===== config.mk =====
export PLATFORM = sky130hd
export DESIGN_NAME = alu_cmd_sequencer_flat
export DESIGN_NICKNAME = d
export VERILOG_FILES = /design/src/rtl/alu_cmd_sequencer_if.sv /design/src/rtl/alu_cmd_sequencer.sv /design/src/flat_wrapper.sv
export SDC_FILE = /design/constraint.sdc
export NUM_CORES = 1
export LEC_CHECK = 0
export ABC_AREA = 1
export BUFFER_PORTS_ARGS = -buffer_cell sky130_fd_sc_hd__buf_4
export CORE_ASPECT_RATIO = 0.7
export CORE_UTILIZATION = 45
export CTS_BUF_LIST = sky130_fd_sc_hd__clkbuf_8
export DETAILED_ROUTE_END_ITERATION = 6
export PLACE_DENSITY = 0.67
export RECOVER_POWER = 50
export SYNTH_ARGS = -nofsm -noshare
export SYNTH_HDL_FRONTEND = slang
export SYNTH_SLANG_ARGS = --single-unit

===== constraint.sdc =====
create_clock -name clk -period 1.8 [get_ports clk]
set_input_delay 0.09 -clock clk [delete_from_list [all_inputs] [get_ports clk]]
set_output_delay 0.09 -clock clk [all_outputs]
set_load 0.01 [all_outputs]

===== src/rtl/alu_cmd_sequencer_if.sv =====
// Host-side command/response handshake bundle for alu_cmd_sequencer.
// Master is the host; slave is the sequencer.
interface alu_cmd_sequencer_if #(
  parameter int WIDTH = 5
);
  logic             cmd_valid;
  logic             cmd_ready;
  logic [2:0]       cmd_op;
  logic [WIDTH-1:0] cmd_a;
  logic [WIDTH-1:0] cmd_b;
  logic             rsp_valid;
  logic             rsp_ready;
  logic [WIDTH-1:0] rsp_data;
  logic             rsp_err;

  modport master (
    output cmd_valid,
    output cmd_op,
    output cmd_a,
    output cmd_b,
    output rsp_ready,
    input  cmd_ready,
    input  rsp_valid,
    input  rsp_data,
    input  rsp_err
  );

  modport slave (
    input  cmd_valid,
    input  cmd_op,
    input  cmd_a,
    input  cmd_b,
    input  rsp_ready,
    output cmd_ready,
    output rsp_valid,
    output rsp_data,
    output rsp_err
  );
endinterface


===== src/rtl/alu_cmd_sequencer.sv =====
// Sequencer in front of the combinational ALU: logic ops in one
// drive cycle, MUL as WIDTH shift-and-add steps on the ALU adder.
module alu_cmd_sequencer #(
  parameter int WIDTH = 5
) (
  input  logic             clk,
  input  logic             rst_n,
  alu_cmd_sequencer_if.slave bus,
  output logic [WIDTH-1:0] alu_a,
  output logic [WIDTH-1:0] alu_b,
  output logic [1:0]       alu_sel,
  input  logic [WIDTH-1:0] alu_out
);

  localparam int CW = $clog2(WIDTH + 1);
  localparam logic [CW-1:0] LAST = CW'(WIDTH - 1);
  localparam logic [1:0] SEL_ADD = 2'b01;

  typedef enum logic [1:0] {
    IDLE,
    DRIVE,
    MUL_STEP,
    RESP
  } state_t;

  state_t           state;
  logic [2:0]       op_q;
  logic [WIDTH-1:0] acc;
  logic [WIDTH-1:0] mcand;
  logic [WIDTH-1:0] mplier;
  logic [CW-1:0]    cnt;
  logic             cmd_ready_q;
  logic             rsp_valid_q;
  logic [WIDTH-1:0] rsp_data_q;
  logic             rsp_err_q;

  logic [WIDTH-1:0] acc_nxt;
  logic [WIDTH-1:0] mcand_nxt;

  // The ALU adder output is only taken when the current multiplier bit is set.
  always_comb begin
    acc_nxt   = mplier[0] ? alu_out : acc;
    mcand_nxt = mcand << 1;
  end

  assign bus.cmd_ready = cmd_ready_q;
  assign bus.rsp_valid = rsp_valid_q;
  assign bus.rsp_data  = rsp_data_q;
  assign bus.rsp_err   = rsp_err_q;

  always_ff @(posedge clk or negedge rst_n) begin
    if (!rst_n) begin
      state       <= IDLE;
      op_q        <= '0;
      acc         <= '0;
      mcand       <= '0;
      mplier      <= '0;
      cnt         <= '0;
      cmd_ready_q <= 1'b1;
      rsp_valid_q <= 1'b0;
      rsp_data_q  <= '0;
      rsp_err_q   <= 1'b0;
      alu_a       <= '0;
      alu_b       <= '0;
      alu_sel     <= 2'b00;
    end else begin
      unique case (state)
        IDLE: begin
          if (bus.cmd_valid) begin
            op_q        <= bus.cmd_op;
            cmd_ready_q <= 1'b0;
            unique case (1'b1)
              !bus.cmd_op[2]: begin
                state   <= DRIVE;
                alu_a   <= bus.cmd_a;
                alu_b   <= bus.cmd_b;
                alu_sel <= bus.cmd_op[1:0];
              end
              bus.cmd_op == 3'b100: begin
                state   <= MUL_STEP;
                acc     <= '0;
                mcand   <= bus.cmd_a;
                mplier  <= bus.cmd_b;
                cnt     <= '0;
                alu_a   <= '0;
                alu_b   <= bus.cmd_a;
                alu_sel <= SEL_ADD;
              end
              default: begin
                state       <= RESP;
                rsp_valid_q <= 1'b1;
                rsp_data_q  <= '0;
                rsp_err_q   <= 1'b1;
              end
            endcase
          end
        end

        DRIVE: begin
          state       <= RESP;
          rsp_valid_q <= 1'b1;
          rsp_data_q  <= alu_out;
          rsp_err_q   <= 1'b0;
          alu_a       <= '0;
          alu_b       <= '0;
          alu_sel     <= 2'b00;
        end

        MUL_STEP: begin
          acc    <= acc_nxt;
          mcand  <= mcand_nxt;
          mplier <= mplier >> 1;
          cnt    <= cnt + 1'b1;
          if (cnt == LAST) begin
            state       <= RESP;
            rsp_valid_q <= 1'b1;
            rsp_data_q  <= acc_nxt;
            rsp_err_q   <= 1'b0;
            alu_a       <= '0;
            alu_b       <= '0;
            alu_sel     <= 2'b00;
          end else begin
            alu_a <= acc_nxt;
            alu_b <= mcand_nxt;
          end
        end

        RESP: begin
          if (bus.rsp_ready) begin
            state       <= IDLE;
            rsp_valid_q <= 1'b0;
            cmd_ready_q <= 1'b1;
          end
        end

        default: begin
          state       <= IDLE;
          cmd_ready_q <= 1'b1;
          rsp_valid_q <= 1'b0;
        end
      endcase
    end
  end

endmodule

===== src/flat_wrapper.sv =====
// flat-port wrapper written by rule: the top's interface ports become plain ports
module alu_cmd_sequencer_flat 
#(
  parameter int WIDTH = 5
)
  (clk, rst_n, alu_a, alu_b, alu_sel, alu_out, bus_cmd_valid, bus_cmd_op, bus_cmd_a, bus_cmd_b, bus_rsp_ready, bus_cmd_ready, bus_rsp_valid, bus_rsp_data, bus_rsp_err);
  alu_cmd_sequencer_if #(.WIDTH(WIDTH)) bus_i ();
  input  logic clk;
  input  logic rst_n;
  output logic [WIDTH-1:0] alu_a;
  output logic [WIDTH-1:0] alu_b;
  output logic [1:0] alu_sel;
  input  logic [WIDTH-1:0] alu_out;
  input wire logic [$bits(bus_i.cmd_valid)-1:0] bus_cmd_valid;
  input wire logic [$bits(bus_i.cmd_op)-1:0] bus_cmd_op;
  input wire logic [$bits(bus_i.cmd_a)-1:0] bus_cmd_a;
  input wire logic [$bits(bus_i.cmd_b)-1:0] bus_cmd_b;
  input wire logic [$bits(bus_i.rsp_ready)-1:0] bus_rsp_ready;
  output wire logic [$bits(bus_i.cmd_ready)-1:0] bus_cmd_ready;
  output wire logic [$bits(bus_i.rsp_valid)-1:0] bus_rsp_valid;
  output wire logic [$bits(bus_i.rsp_data)-1:0] bus_rsp_data;
  output wire logic [$bits(bus_i.rsp_err)-1:0] bus_rsp_err;
  assign bus_i.cmd_valid = bus_cmd_valid;
  assign bus_i.cmd_op = bus_cmd_op;
  assign bus_i.cmd_a = bus_cmd_a;
  assign bus_i.cmd_b = bus_cmd_b;
  assign bus_i.rsp_ready = bus_rsp_ready;
  assign bus_cmd_ready = bus_i.cmd_ready;
  assign bus_rsp_valid = bus_i.rsp_valid;
  assign bus_rsp_data = bus_i.rsp_data;
  assign bus_rsp_err = bus_i.rsp_err;
  alu_cmd_sequencer #(.WIDTH(WIDTH)) u_core (.clk(clk), .rst_n(rst_n), .bus(bus_i), .alu_a(alu_a), .alu_b(alu_b), .alu_sel(alu_sel), .alu_out(alu_out));
endmodule

==> impl_metrics.csv <==
group,metric,value,unit
floorplan,pin_count,42,
logic_synthesis,ys_seq_elements,39,
logic_synthesis,ys_types,28,
timing,skew,0.00699,ns
clock_network,clock_path_buffers,2,
timing,final-hold-violation-count,0,
setup_path,slowest_stage,"dfrtp_1",
timing,finalCritPeriodShare,93.8,%
global_route,grt_pass1_vias,1722,
final_layout,nNetsFinal,362,
logic_synthesis,synth.top_cells.by_count,"nand2_1, dfrtp_1, inv_1",
final_layout,fillers,498,
setup_path,path_class,"reg2reg",
global_route,grt_first_pass_wirelength,8350,µm
timing,tightestPinTransition,0.956,ns
floorplan,core_area,4830,µm²
clock_network,cts_tree,"built",
placement,dp_hpwl,3840,µm
logic_synthesis,avgSynthCellArea,7.91,µm²
power,p_leak,1.42,nW
setup_path,reg2reg_depth,8,
route,drc,0,
floorplan,start_util,47.1,%
setup_path,path_max_fanout,10,
route,drt_iter0_markers,107,
setup_path,worstSetupStartpointType,"flip-flop",
logic_synthesis,ys_seq_area_share,42.9,%
logic_synthesis,synth_warnings,0,
clock_network,cts.sinks,39,
setup_path,r2r-start,"u_core.state[0]$_DFFE_PN0P_",
logic_synthesis,synth_top_area_cell,"dfrtp_1",
final_layout,regArea,977,µm²
route,ant_nets,0,
run_status,run_status,"finished clean",
timing,slew_headroom,36.2,%
final_layout,drive_gt1_share,26.0,%
logic_synthesis,synth_most_common_cell,"nand2_1",
power,vdd_drop_max,0.699,mV
setup_path,cpLargestDelayFamily,"simple AND/OR/NAND/NOR gates",
setup_path,end_kind,"flip-flop",
floorplan,die_w,87.0,µm
global_route,grt_overflow,0,
placement,place_congestion,0.890,
clock_network,cts_root_buf,"clkbuf_8",
setup_path,critical_path_arrival,1.91,ns
hold_path,worstHoldPathCells,3,
setup_path,worstPathRequired,2.02,ns
timing,slew_viol_final,0,
timing,hold_slack,0.0631,ns
global_route,grt_max_degree,40,
global_route,track_usage,21.2,%
setup_path,path_cells,"inv_1 > ha_1 > nand2_2 > nand2_2 > inv_2 > nand2_4 > nor2_1 > a21oi_1",
setup_path,path_buf_inv,2,
placement,port_buffers,41,
hold_path,min_from,"bus_cmd_op[1]",
timing,tns,0,ns
setup_path,critPathMostFrequentCell,"nand2_2",
route,first_pass_iters,4,
global_route,antenna_found_initial,0,
logic_synthesis,syn_area,2280,µm²
logic_synthesis,async_flop_share,100,%
floorplan,die_height,61.5,µm
final_layout,multi_input_comb_area,1120,µm²
floorplan,row_count,21,
final_layout,area_growth,19.7,%
power,p_per_area,1750,nW/µm²
timing,min_period,1.69,ns
logic_synthesis,synth_area_leaders,"dfrtp_1, nand2_1, o21ai_2, nand3_1, inv_1",
logic_synthesis,synth.top_cell.area_share,41.7,%
hold_path,holdPathEnd,"u_core.alu_sel[1]$_DFFE_PN0P_",
final_layout,num_antenna_cells,0,
route,wl_per_cell,13.0,µm
clock_network,cts_htree_levels,2,
route,vias,1968,
clock_network,cts_buffers,5,
clock_network,clk_pin_slew,0.08,ns
setup_path,cpPeakStageDelay,0.42,ns
clock_network,clock_latency,0.30,ns
logic_synthesis,synthFlopType,"dfrtp_1",
timing,max_freq,592,MHz
logic_synthesis,synth.net_count,317,
setup_path,r2r_slack,0.11,ns
floorplan,design.die.area,5360,µm²
route,viasPerCell,4.88,
route,finalWirelength,5220,µm
flow_run,drv_cap,0,
hold_path,holdCritPathClass,"in2reg",
logic_synthesis,synth-edff-count,0,
setup_path,rr_endpoint,"u_core.alu_b[2]$_DFFE_PN0P_",
final_layout,fin_util,56.4,%
timing,setup_viol,0,
logic_synthesis,syn-instance-count,288,
[kinds of logic (layout without fill, tap and decap cells)]
group                    after synthesis  count (layout)  synth area share (%)
adder cells (fa/ha/maj)                7               7                  3.84
buffers and inverters                 42              87                  8.40
AO/OA/AOI/OAI                         49              50                  14.6
flip-flops                            39              39                  42.9
XOR/XNOR                               1               1                 0.384
multiplexers                           1               1                 0.439
AND/OR/NAND/NOR                      149             149                  29.5
[area by class of cell]
class	count	share of cell area [%]
Clock inverter	1	0.138
Timing Repair Buffer	45	11.6
Tap cell	69	3.17
Inverter	34	4.68
Clock buffer	7	3.53
Multi-Input combinational cell	208	41.0
Sequential cell	39	35.8
[registers in the layout, summed over array words and instances (netlist names), 2 cells and up]
register / flops
u_core.mcand: 4
u_core.alu_a: 5
u_core.acc: 5
u_core.alu_b: 5
u_core.mplier: 5
u_core.bus.rsp_data: 5
u_core.cnt: 3
u_core.state: 2
u_core.alu_sel: 2
[worst max-delay path by stage]
stage	from	end	slack (ns)	cells after the start
after floorplan	u_core.state[0]$_DFFE_PN0P_	u_core.alu_b[1]$_DFFE_PN0P_	0.30	6
after global placement	u_core.state[1]$_DFFE_PN0P_	u_core.alu_b[3]$_DFFE_PN0P_	0.19	8
after CTS	u_core.state[0]$_DFFE_PN0P_	u_core.alu_b[2]$_DFFE_PN0P_	0.14	7
after detailed placement	u_core.state[0]$_DFFE_PN0P_	u_core.alu_b[4]$_DFFE_PN0P_	0.18	7
final	u_core.state[0]$_DFFE_PN0P_	u_core.alu_b[2]$_DFFE_PN0P_	0.11	8
after global routing	u_core.state[0]$_DFFE_PN0P_	u_core.alu_b[2]$_DFFE_PN0P_	-0.005	8
[per-layer routing]
layer	GRT usage (%)	vias up	wire length (µm)	part of all wire [%]
li1	-	1006	-	-
met4	8.57	0	65	1.2
met2	29.8	54	2180	42
met5	0	-	0	0
met3	4.29	6	293	5.6
met1	31.6	902	2680	51
[timing repair]
action	4_1_cts	5_1_grt
hold endpoints to repair	38	0
endpoints found under the setup margin	0	1
buffers inserted	0	0
hold buffers	1	0
resized for setup	0	0
[tightest hold or removal path, cell delays in order]
cell     delay (ns)
buf_4          0.11
nand3_1        0.07
nand2_1        0.05
[cell usage in the layout, fill, tap and decap left out, types with 8 or more instances in the layout]
| cell type | instances |
|---|---|
| o21ai_0 | 11 |
| nor2_1 | 13 |
| a21oi_1 | 10 |
| nand2_2 | 10 |
| clkbuf_1 | 9 |
| o21ai_2 | 17 |
| inv_2 | 8 |
| nand2_1 | 97 |
| nand3_1 | 21 |
| dfrtp_1 | 38 |
| inv_1 | 27 |
| buf_4 | 33 |
[through the flow]
step	std cells	setup slack (ns)	power (mW)	instance area, µm²
after floorplan	288	0.305	3.43	2280
after global placement	393	0.189	4.11	2640
after detailed placement	393	0.175	4.15	2640
after CTS	402	0.143	4.83	2750
after global routing	403	-0.00453	5.20	2730
final	403	0.112	4.76	2730
[power by group]
group | internal [mW] | total, mW | switching (mW)
registers | 1.22 | 1.42 | 0.197
clock network | 0.344 | 0.661 | 0.316
logic | 0.968 | 2.68 | 1.71
Power figures use the tool's default switching activity.
